## src/rtl/onfi_pkg.sv

```systemverilog
// Shared ONFI definitions: opcodes, feature addresses, SET FEATURES states and
// cycle-count helpers used by the ONFI command blocks.
package onfi_pkg;

  // Command opcodes
  localparam logic [7:0] CMD_SET_FEATURE = 8'hEF;
  localparam logic [7:0] CMD_GET_FEATURE = 8'hEE;

  // Feature addresses
  localparam logic [7:0] FA_TIMING_MODE  = 8'h01;
  localparam logic [7:0] FA_NVDDR2_CFG   = 8'h02;

  // Timing budgets in ns, converted to cycles with ns_to_cyc()
  localparam int unsigned T_ADL_NS  = 70;
  localparam int unsigned T_FEAT_NS = 2000;

  // SET FEATURES state encoding (plain constants for legacy tooling)
  typedef logic [3:0] sf_state_t;
  localparam sf_state_t SF_IDLE = 4'd0;
  localparam sf_state_t SF_CMD  = 4'd1;
  localparam sf_state_t SF_ADDR = 4'd2;
  localparam sf_state_t SF_ADL  = 4'd3;
  localparam sf_state_t SF_PRE  = 4'd4;
  localparam sf_state_t SF_DATA = 4'd5;
  localparam sf_state_t SF_POST = 4'd6;
  localparam sf_state_t SF_WAIT = 4'd7;
  localparam sf_state_t SF_DONE = 4'd8;

  // Round a delay in ns up to whole cycles of a clock given in MHz.
  function automatic int unsigned ns_to_cyc(input int unsigned ns, input int unsigned fre_mhz);
    return (ns * fre_mhz + 999) / 1000;
  endfunction

endpackage

```

## src/rtl/set_feature_if.sv

```systemverilog
// Command handshake plus ONFI pin group for the SET FEATURES initiator.
// master = sequencer/device side, slave = the set_feature block.
interface set_feature_if #(
  parameter int unsigned DQ_W = 8
);
  logic            start;
  logic [7:0]      addr;
  logic [31:0]     param;
  logic            busy;
  logic            done;
  logic            timeout;
  logic            onfi_cen;
  logic            onfi_cle;
  logic            onfi_ale;
  logic            onfi_wen;
  logic [DQ_W-1:0] onfi_dq_o;
  logic            onfi_dq_en;
  logic            onfi_dqs_o;
  logic            onfi_dqs_en;
  logic            onfi_rb_n;

  modport master (
    output start, addr, param, onfi_rb_n,
    input  busy, done, timeout, onfi_cen, onfi_cle, onfi_ale, onfi_wen,
    input  onfi_dq_o, onfi_dq_en, onfi_dqs_o, onfi_dqs_en
  );

  modport slave (
    input  start, addr, param, onfi_rb_n,
    output busy, done, timeout, onfi_cen, onfi_cle, onfi_ale, onfi_wen,
    output onfi_dq_o, onfi_dq_en, onfi_dqs_o, onfi_dqs_en
  );
endinterface

```

## src/rtl/onfi_rb_sync.sv

```systemverilog
// Two-flop synchroniser for the asynchronous R/B# pin.
module onfi_rb_sync (
  input  logic clk,
  input  logic rst_n,
  input  logic rb_n,
  output logic rb_n_sync
);
  logic meta_q, sync_q;

  // Resets to "busy" so no command can start before the pin has been sampled.
  always_ff @(posedge clk or negedge rst_n) begin
    if (!rst_n) begin
      meta_q <= 1'b0;
      sync_q <= 1'b0;
    end else begin
      meta_q <= rb_n;
      sync_q <= meta_q;
    end
  end

  assign rb_n_sync = sync_q;
endmodule

```

## src/rtl/set_feature.sv

```systemverilog
// ONFI SET FEATURES (EFh) initiator: command, feature address, tADL gap,
// four DDR parameter beats with DQS, then wait for R/B# (tFEAT) or time out.
module set_feature
  import onfi_pkg::*;
#(
  parameter int unsigned ONFI_FRE      = 200,
  parameter int unsigned DQ_W          = 8,
  parameter int unsigned T_ADL_CYC     = ns_to_cyc(T_ADL_NS, ONFI_FRE),  // must be >= 1
  parameter int unsigned T_FEAT_TO_CYC = ns_to_cyc(T_FEAT_NS, ONFI_FRE)
) (
  input logic          onfi_clk,
  input logic          onfi_rst_n,
  set_feature_if.slave bus
);
  localparam int unsigned CNT_MAX = (T_FEAT_TO_CYC > T_ADL_CYC) ? T_FEAT_TO_CYC : T_ADL_CYC;
  localparam int unsigned CNT_W   = $clog2(CNT_MAX + 1);
  typedef logic [CNT_W-1:0] cnt_t;

  localparam cnt_t ADL_LOAD  = cnt_t'(T_ADL_CYC - 1);
  localparam cnt_t FEAT_LAST = cnt_t'(T_FEAT_TO_CYC - 1);
  localparam cnt_t FEAT_MAX  = cnt_t'(T_FEAT_TO_CYC);
  // WAIT cycles 1..2 after POST cover tWB plus synchroniser latency
  localparam cnt_t RB_IGNORE = cnt_t'(2);

  sf_state_t   state_q, state_d;
  cnt_t        cnt_q, cnt_d;
  logic [1:0]  beat_q, beat_d;
  logic [7:0]  addr_q, addr_d;
  logic [31:0] param_q, param_d;
  logic        timeout_q, timeout_d;
  logic        rb_ready;
  logic [7:0]  dq_byte;

  onfi_rb_sync u_rb_sync (
    .clk       (onfi_clk),
    .rst_n     (onfi_rst_n),
    .rb_n      (bus.onfi_rb_n),
    .rb_n_sync (rb_ready)
  );

  // Next-state: sequencing, shared ADL/WAIT counter, request capture.
  always_comb begin
    state_d   = state_q;
    cnt_d     = cnt_q;
    beat_d    = beat_q;
    addr_d    = addr_q;
    param_d   = param_q;
    timeout_d = timeout_q;
    case (state_q)
      SF_IDLE: begin
        if (bus.start && rb_ready) begin
          addr_d    = bus.addr;
          param_d   = bus.param;
          timeout_d = 1'b0;
          state_d   = SF_CMD;
        end
      end
      SF_CMD:  state_d = SF_ADDR;
      SF_ADDR: begin
        state_d = SF_ADL;
        cnt_d   = ADL_LOAD;
      end
      SF_ADL: begin
        if (cnt_q == '0) state_d = SF_PRE;
        else             cnt_d   = cnt_q - 1'b1;
      end
      SF_PRE: begin
        state_d = SF_DATA;
        beat_d  = 2'd0;
      end
      SF_DATA: begin
        beat_d = beat_q + 2'd1;
        if (beat_q == 2'd3) state_d = SF_POST;
      end
      SF_POST: begin
        state_d = SF_WAIT;
        cnt_d   = cnt_t'(1);  // counter = cycles since POST
      end
      SF_WAIT: begin
        if (cnt_q != FEAT_MAX) cnt_d = cnt_q + 1'b1;
        if (cnt_q > RB_IGNORE && rb_ready) begin
          state_d = SF_DONE;
        end else if (cnt_q >= FEAT_LAST) begin
          timeout_d = 1'b1;
          state_d   = SF_DONE;
        end
      end
      SF_DONE: begin
        state_d = SF_IDLE;
        cnt_d   = '0;
      end
      default: state_d = SF_IDLE;
    endcase
  end

  // State and captured request registers.
  always_ff @(posedge onfi_clk or negedge onfi_rst_n) begin
    if (!onfi_rst_n) begin
      state_q   <= SF_IDLE;
      cnt_q     <= '0;
      beat_q    <= 2'd0;
      addr_q    <= 8'h00;
      param_q   <= 32'h0;
      timeout_q <= 1'b0;
    end else begin
      state_q   <= state_d;
      cnt_q     <= cnt_d;
      beat_q    <= beat_d;
      addr_q    <= addr_d;
      param_q   <= param_d;
      timeout_q <= timeout_d;
    end
  end

  // Pin decode from state; reset forces IDLE so the bus releases at once.
  always_comb begin
    bus.onfi_cen    = 1'b1;
    bus.onfi_cle    = 1'b0;
    bus.onfi_ale    = 1'b0;
    bus.onfi_wen    = 1'b1;
    bus.onfi_dq_en  = 1'b0;
    bus.onfi_dqs_o  = 1'b0;
    bus.onfi_dqs_en = 1'b0;
    bus.busy        = (state_q != SF_IDLE);
    bus.done        = 1'b0;
    bus.timeout     = timeout_q;
    dq_byte         = 8'h00;
    case (state_q)
      SF_CMD: begin
        bus.onfi_cen   = 1'b0;
        bus.onfi_cle   = 1'b1;
        bus.onfi_wen   = 1'b0;
        bus.onfi_dq_en = 1'b1;
        dq_byte        = CMD_SET_FEATURE;
      end
      SF_ADDR: begin
        bus.onfi_cen   = 1'b0;
        bus.onfi_ale   = 1'b1;
        bus.onfi_wen   = 1'b0;
        bus.onfi_dq_en = 1'b1;
        dq_byte        = addr_q;
      end
      SF_ADL, SF_WAIT: bus.onfi_cen = 1'b0;
      SF_PRE: begin
        bus.onfi_cen    = 1'b0;
        bus.onfi_dq_en  = 1'b1;
        bus.onfi_dqs_en = 1'b1;
        dq_byte         = param_q[7:0];
      end
      SF_DATA: begin
        // NV-DDR data cycle: CLE and ALE both high, DQS 1,0,1,0
        bus.onfi_cen    = 1'b0;
        bus.onfi_cle    = 1'b1;
        bus.onfi_ale    = 1'b1;
        bus.onfi_dq_en  = 1'b1;
        bus.onfi_dqs_en = 1'b1;
        bus.onfi_dqs_o  = ~beat_q[0];
        dq_byte         = param_q[{beat_q, 3'b000} +: 8];
      end
      SF_POST: begin
        // DQS postamble low; DQ holds P4 until the drivers release
        bus.onfi_cen    = 1'b0;
        bus.onfi_dq_en  = 1'b1;
        bus.onfi_dqs_en = 1'b1;
        dq_byte         = param_q[31:24];
      end
      SF_DONE: bus.done = 1'b1;
      default: ;
    endcase
    bus.onfi_dq_o = DQ_W'(dq_byte);
  end

endmodule

```

## src/flat_wrapper.sv

```systemverilog
// flat-port wrapper written by rule: the top's interface ports become plain ports
module set_feature_flat import onfi_pkg::*;
#(
  parameter int unsigned ONFI_FRE      = 200,
  parameter int unsigned DQ_W          = 8,
  parameter int unsigned T_ADL_CYC     = ns_to_cyc(T_ADL_NS, ONFI_FRE),                 
  parameter int unsigned T_FEAT_TO_CYC = ns_to_cyc(T_FEAT_NS, ONFI_FRE)
)
  (onfi_clk, onfi_rst_n, bus_start, bus_addr, bus_param, bus_onfi_rb_n, bus_busy, bus_done, bus_timeout, bus_onfi_cen, bus_onfi_cle, bus_onfi_ale, bus_onfi_wen, bus_onfi_dq_o, bus_onfi_dq_en, bus_onfi_dqs_o, bus_onfi_dqs_en);
  set_feature_if #(.DQ_W(DQ_W)) bus_i ();
  input logic onfi_clk;
  input logic onfi_rst_n;
  input wire logic [$bits(bus_i.start)-1:0] bus_start;
  input wire logic [$bits(bus_i.addr)-1:0] bus_addr;
  input wire logic [$bits(bus_i.param)-1:0] bus_param;
  input wire logic [$bits(bus_i.onfi_rb_n)-1:0] bus_onfi_rb_n;
  output wire logic [$bits(bus_i.busy)-1:0] bus_busy;
  output wire logic [$bits(bus_i.done)-1:0] bus_done;
  output wire logic [$bits(bus_i.timeout)-1:0] bus_timeout;
  output wire logic [$bits(bus_i.onfi_cen)-1:0] bus_onfi_cen;
  output wire logic [$bits(bus_i.onfi_cle)-1:0] bus_onfi_cle;
  output wire logic [$bits(bus_i.onfi_ale)-1:0] bus_onfi_ale;
  output wire logic [$bits(bus_i.onfi_wen)-1:0] bus_onfi_wen;
  output wire logic [$bits(bus_i.onfi_dq_o)-1:0] bus_onfi_dq_o;
  output wire logic [$bits(bus_i.onfi_dq_en)-1:0] bus_onfi_dq_en;
  output wire logic [$bits(bus_i.onfi_dqs_o)-1:0] bus_onfi_dqs_o;
  output wire logic [$bits(bus_i.onfi_dqs_en)-1:0] bus_onfi_dqs_en;
  assign bus_i.start = bus_start;
  assign bus_i.addr = bus_addr;
  assign bus_i.param = bus_param;
  assign bus_i.onfi_rb_n = bus_onfi_rb_n;
  assign bus_busy = bus_i.busy;
  assign bus_done = bus_i.done;
  assign bus_timeout = bus_i.timeout;
  assign bus_onfi_cen = bus_i.onfi_cen;
  assign bus_onfi_cle = bus_i.onfi_cle;
  assign bus_onfi_ale = bus_i.onfi_ale;
  assign bus_onfi_wen = bus_i.onfi_wen;
  assign bus_onfi_dq_o = bus_i.onfi_dq_o;
  assign bus_onfi_dq_en = bus_i.onfi_dq_en;
  assign bus_onfi_dqs_o = bus_i.onfi_dqs_o;
  assign bus_onfi_dqs_en = bus_i.onfi_dqs_en;
  set_feature #(.ONFI_FRE(ONFI_FRE), .DQ_W(DQ_W), .T_ADL_CYC(T_ADL_CYC), .T_FEAT_TO_CYC(T_FEAT_TO_CYC)) u_core (.onfi_clk(onfi_clk), .onfi_rst_n(onfi_rst_n), .bus(bus_i));
endmodule
```

## config.mk

```make
export PLATFORM = sky130hd
export DESIGN_NAME = set_feature_flat
export DESIGN_NICKNAME = d
export VERILOG_FILES = /design/src/rtl/onfi_pkg.sv /design/src/rtl/set_feature_if.sv /design/src/rtl/onfi_rb_sync.sv /design/src/rtl/set_feature.sv /design/src/flat_wrapper.sv
export SDC_FILE = /design/constraint.sdc
export NUM_CORES = 1
export LEC_CHECK = 0
export ABC_AREA = 1
export CAP_MARGIN = 20
export CORE_ASPECT_RATIO = 0.6
export CORE_MARGIN = 2
export CORE_UTILIZATION = 48
export DETAILED_ROUTE_END_ITERATION = 16
export PLACE_DENSITY = 0.77
export SYNTH_ARGS = -nofsm -noshare
export SYNTH_HDL_FRONTEND = slang
export SYNTH_SLANG_ARGS = --single-unit
```

## constraint.sdc

```tcl
create_clock -name onfi_clk -period 1.8 [get_ports onfi_clk]
set_input_delay 0.36 -clock onfi_clk [delete_from_list [all_inputs] [get_ports onfi_clk]]
set_output_delay 0.36 -clock onfi_clk [all_outputs]
set_load 0.1 [all_outputs]
```

Word level (Yosys, flattened, before mapping)

Index checks and enable logic that the tools add are counted.

Memories kept: 0
Flip-flop bits (word level): 58
Bits in read-only memories: 0
RAM bits: 0
Bits in latches: 0
Bits of input ports: 44

$lt $le $gt $ge: 2
Shift-type cells: 1
Reduce and logical (&&, ||, !) cells: 18
Divide/modulo/power cells: 0
$add $sub $neg: 3
Bitwise logic cells: 1
Multiply operators: 0
Equal/unequal tests: 18
Mux-type cells: 23

Operators with widths:

| operator                                                       | number |
|---|---|
| case mux 9 bit (5 select lines)                                | 1 |
| case mux 8 bit (5 select lines)                                | 1 |
| case mux 4 bit (8 select lines)                                | 1 |
| indexed part select 32 x 6 -> 8 bit                            | 1 |
| two-way mux 4 bit                                              | 5 |
| two-way mux 9 bit                                              | 2 |
| == test 4 x 3 -> 1 bit (second input constant)                 | 4 |
| two-way mux 1 bit                                              | 11 |
| != test 2 x 1 -> 1 bit (second input constant)                 | 5 |
| adder 9 x 1 -> 9 bit (second input constant)                   | 1 |
| >= comparator 9 bit (second input constant)                    | 1 |
| greater-than comparator 9 x 2 -> 1 bit (second input constant) | 1 |
| zero test 9 bit                                                | 1 |
| != test 9 bit (second input constant)                          | 1 |
| subtractor 9 x 1 -> 9 bit (second input constant)              | 1 |
| == test 4 x 2 -> 1 bit (second input constant)                 | 2 |
| AND reduction 4 bit                                            | 2 |
| OR reduction 7 bit                                             | 1 |
| OR reduction 2 bit                                             | 3 |
| nonzero test 5 bit                                             | 1 |
| OR reduction 5 bit                                             | 1 |
| == test 4 x 1 -> 1 bit (second input constant)                 | 1 |
| == test 4 bit (second input constant)                          | 1 |
| zero test 4 bit                                                | 1 |
| 13 further kinds                                               | 16 |

Depth between registers and ports, before layout

Word-level depth: 4
Gate-level depth with buffers: 14

Cells and area by module

Synthesis repeated with hierarchy kept, for this count alone.

Cell total of the unflattened synthesis: 491
Area, all modules: 3,432.0 um^2

Modules (own cells, without submodules):

| module       | area an instance (um^2) | instances | cells an instance | seq. area each (um^2) |
|---|---|---|---|---|
| set_feature  | 3,382.0                 | 1         | 489               | 1,401.3 |
| onfi_rb_sync | 50.0                    | 1         | 2                 | 50.0 |

Least setup slack after synthesis

Ideal clock, no wire load.

Path type: reg2out
Start point: register u_core.state_q[1]
End point: output bus_onfi_dq_en
Cell stages (with the launch flop): 5
Data arrival time: 4,185 ps
Buffers on the path: 0
Setup slack: -2,745 ps
Cell sequence: dfrtp_1 -> nor2_2 -> inv_1 -> o21ai_0 -> nor2_1

Cells in the longest elaborated chain, start to end: 3

Ends and longest elaborated chain:

| element                                        | line               | text |
|---|---|---|
| from (decl)                                    | set_feature.sv:25  | `sf_state_t state_q, state_d;` |
| from (signal assigned)                         | set_feature.sv:106 | `state_q <= state_d;` |
| == test 4 x 1 -> 1 bit (tied with other cells) | set_feature.sv:128 | `case (state_q)` |
| OR reduction 5 bit (no source line) (*)        | n/a                |  |
| two-way mux 1 bit (*)                          | set_feature.sv:128 |  |
| to (decl)                                      | flat_wrapper.sv:25 | `output wire logic [$bits(bus_i.onfi_dq_en)-1:0] bus_onfi_dq_en;` |

Every way passes the cells marked *; elsewhere a longest branch is shown, timed or not.

Worst setup path in the final report

Start point: register u_core.state_q[1]
End point: output bus_onfi_dq_o[1]

Cells in the longest elaborated chain, start to end: 2

Ends and longest elaborated chain:

| element                                        | line               | text |
|---|---|---|
| == test 4 x 3 -> 1 bit (tied with other cells) | set_feature.sv:128 |  |
| case mux 8 bit (5 select lines) (*)            | set_feature.sv:128 |  |
| to (decl)                                      | flat_wrapper.sv:24 | `output wire logic [$bits(bus_i.onfi_dq_o)-1:0] bus_onfi_dq_o;` |

Marked as above.

==> summary.txt <==
Synthesis-stage register bit count: 58
Multi-input gate area: 2081 um2
Synth Area in Simple Gates: 24.17%
Clk Latency, worst-skew pair: 340 ps
Crit Path Class: reg -> out
Yosys cell types: 32
Final critical-path required period: 2174 ps
RePlAce Congestion: 0.9134
RSZ-0062 raised after global routing: yes
Status: finished with violations
Top post-synthesis cells by area: dfrtp_1 (42%), nand2_1 (12%), mux2_2 (9.1%), inv_1 (6.1%), o21ai_0 (5.5%)
Arrival @ worst endpoint: 1810 ps
Clock Root Buffer: clkbuf_16
Ys Warns: 0
First-pass GRT wire length: 17900 um
Largest family of logic cells by synthesized area: simple AND/OR/NAND/NOR gates
Post-Syn Area: 3447 um2
Setup crit end kind: output pin
Area Growth Syn to Fin: 61.81%
Core footprint: 6820 um2
Max-slew headroom: 77.85%
Iter 0 DRT Violations: 379
Crit path max fanout: 7
Initial Util: 50.54%
Final setup fails: 22
Max-cap viol count: 0
Die area: 7897 um2
Fmax: 459.9 MHz
CTS Buf Count: 9
Die Ht: 69.64 um
GR Util All Layers: 29.11%
Synth Area in Adders: 3.848%
Crit share post-route: 120.8%
Post-Synth XOR/XNOR Area: 0.5082%
H-tree levels: 3
Syn Area/Cell: 8.035 um2
Post-synth ARST share: 100.0%
Fillers: 379
Final wirelength: 12450 um
Nets@finish: 603
CP Cell Sequence: buf_6 -> nor2_2 -> nand2_4 -> nor2_1 -> a211oi_2 -> buf_4 -> nand3_4 -> buf_12
Initial antenna violation count: 0
Synth top area share: 42.11%
ANT nets after route: 0
Port Buffer Count: 61
Clk_skew: 4.210 ps
Setup TNS: -5398 ps
Worst Setup Slack, final: -374.2 ps
Commonest cells in the netlist: nand2_1 (107), dfrtp_1 (58), inv_1 (56)
Violated checks: setup timing
Area leader, netlist: dfrtp_1
Clk pin slew, worst setup/hold paths: 50 ps
EDFF count, synth: 0
Pin count of the biggest net entering global routing: 59
Vias in the first global route: 3475
Most used DFF post-synth: dfrtp_1
Top-count cell post-synth: nand2_1
Ports: 62
Max Root-Sink Buffers: 2
DP Wirelength: 7278 um
Vias post-DR: 3747
DR WL/cell: 19.43 um
CTS tree: built
Total congestion overflow: 0
Tightest Pin Transition: 332.2 ps
Register area: 1456 um2
CP startpoint kind: register
DR vias/cell: 5.846
Rows: 23
Fin. Hold Viols: 0
Layout cells sized above 1: 37.73%
Sink Count: 58
Residual DRC: 0
Slowest-stage cell, CP: dfrtp_1
Hold WC Path Type: in -> async
Post-synthesis mux area share: 11.32%
First drt pass iteration count: 5
Chip width: 113.4 um
Seq/Total Area, Yosys: 42.11%
Mapped Nets: 483
Gate Count Post-Synth: 429
Max incr delay on CP: 390 ps
N_diodes: 0
Fin. max-slew vios: 0
Cell count of the worst reg-to-reg path: 14
CP required: 1440 ps
Synth Area in Compound Gates: 9.982%
[metal layers]
layer  vias to the layer above  GRT usage [%]  share of wire [%]  wire [um]
met3                        42          7.343                9.0       1126
li1                       1644              -                  -          -
met2                       250          44.11                 45       5648
met4                         0          7.859                2.2        275
met5                         -              0                  0          0
met1                      1811          41.53                 43       5402
[cell families after synthesis]
family	Yosys count
AND/OR/NAND/NOR	192
buffers and inverters	69
AO/OA/AOI/OAI	65
flip-flops	58
multiplexers	33
adder cells (fa/ha/maj)	10
XOR/XNOR	2
[worst max-delay path: cells and delay by family (launching register included)]
| kind | cells | cell delay, ps |
|---|---|---|
| AOI/OAI and AO/OA | 1 | 60 |
| buffers and inverters | 3 | 440 |
| DFF | 1 | 390 |
| and+or+nand+nor | 4 | 590 |
[placed cells by master (no fill, tap or decap), types with 10 or more instances in the layout]
master	count
buf_12	22
inv_2	10
nor2_1	32
o21ai_0	15
mux2_2	28
nand2_1	87
dfrtp_1	54
buf_6	15
o21ai_1	21
a21oi_1	14
buf_4	36
clkbuf_16	10
clkdlybuf4s50_1	42
inv_1	44
nand3_1	15
nor2_4	11
nand2_2	15
[state kept, by name (all words and copies together) (netlist names)]
name and count:
u_core.addr_q 8, u_core.beat_q 2, u_core.bus.timeout 1, u_core.cnt_q 9, u_core.param_q 32, u_core.state_q 4, u_core.u_rb_sync.meta_q 1, u_core.u_rb_sync.rb_n_sync 1
[layout make-up]
| cell class | instances | share of cell area (%) |
|---|---|---|
| Clock buffer | 10 | 4.284 |
| Clock inverter | 6 | 2.041 |
| Inverter | 59 | 4.240 |
| Multi-Input combinational cell | 302 | 37.30 |
| Sequential cell | 58 | 26.11 |
| Tap cell | 87 | 1.952 |
| Timing Repair Buffer | 117 | 23.84 |
| Timing Repair inverter | 2 | 0.2243 |
[per-stage QoR]
step	setup WS (ps)	util (%)	instances	cell area (um2)	hold slack (ps)
after detailed placement	-86.66	68.39	603	4664	348.2
after global routing	-444.7	81.78	641	5578	64.94
after floorplan	-348.3	-	429	3556	64.41
final	-374.2	81.78	641	5578	21.81
after global placement	-91.25	68.39	603	4664	331.5
after CTS	-296.8	78.33	633	5343	41.99
[repair_timing]
item | in CTS | in global routing
hold buffers | 0 | 0
setup endpoints to repair | 22 | 24
gates resized for setup | 54 | 49
hold endpoints to repair | 0 | 0
pin swaps | 10 | 20
setup buffers | 13 | 7
gates cloned | 1 | 2
[path summary, 6_finish.rpt]
check | start | endpoint | slack (ps)
worst max register to register | u_core.state_q[2]$_DFFE_PN0P_ | u_core.cnt_q[7]$_DFFE_PN0P_ | -100
worst min-delay path | onfi_rst_n | u_core.addr_q[7]$_DFFE_PN0P_ | 20
max in group asynchronous | onfi_rst_n | u_core.state_q[2]$_DFFE_PN0P_ | 1480
min in group onfi_clk | u_core.u_rb_sync.meta_q$_DFF_PN0_ | u_core.u_rb_sync.rb_n_sync$_DFF_PN0_ | 360
worst min register to register | u_core.u_rb_sync.meta_q$_DFF_PN0_ | u_core.u_rb_sync.rb_n_sync$_DFF_PN0_ | 360
worst max-delay path | u_core.state_q[1]$_DFFE_PN0P_ | bus_onfi_dq_o[1] | -370
Power is left out: the tool's default activity adds up to more than one toggle a clock period on the data nets, which glitch-free logic cannot reach.
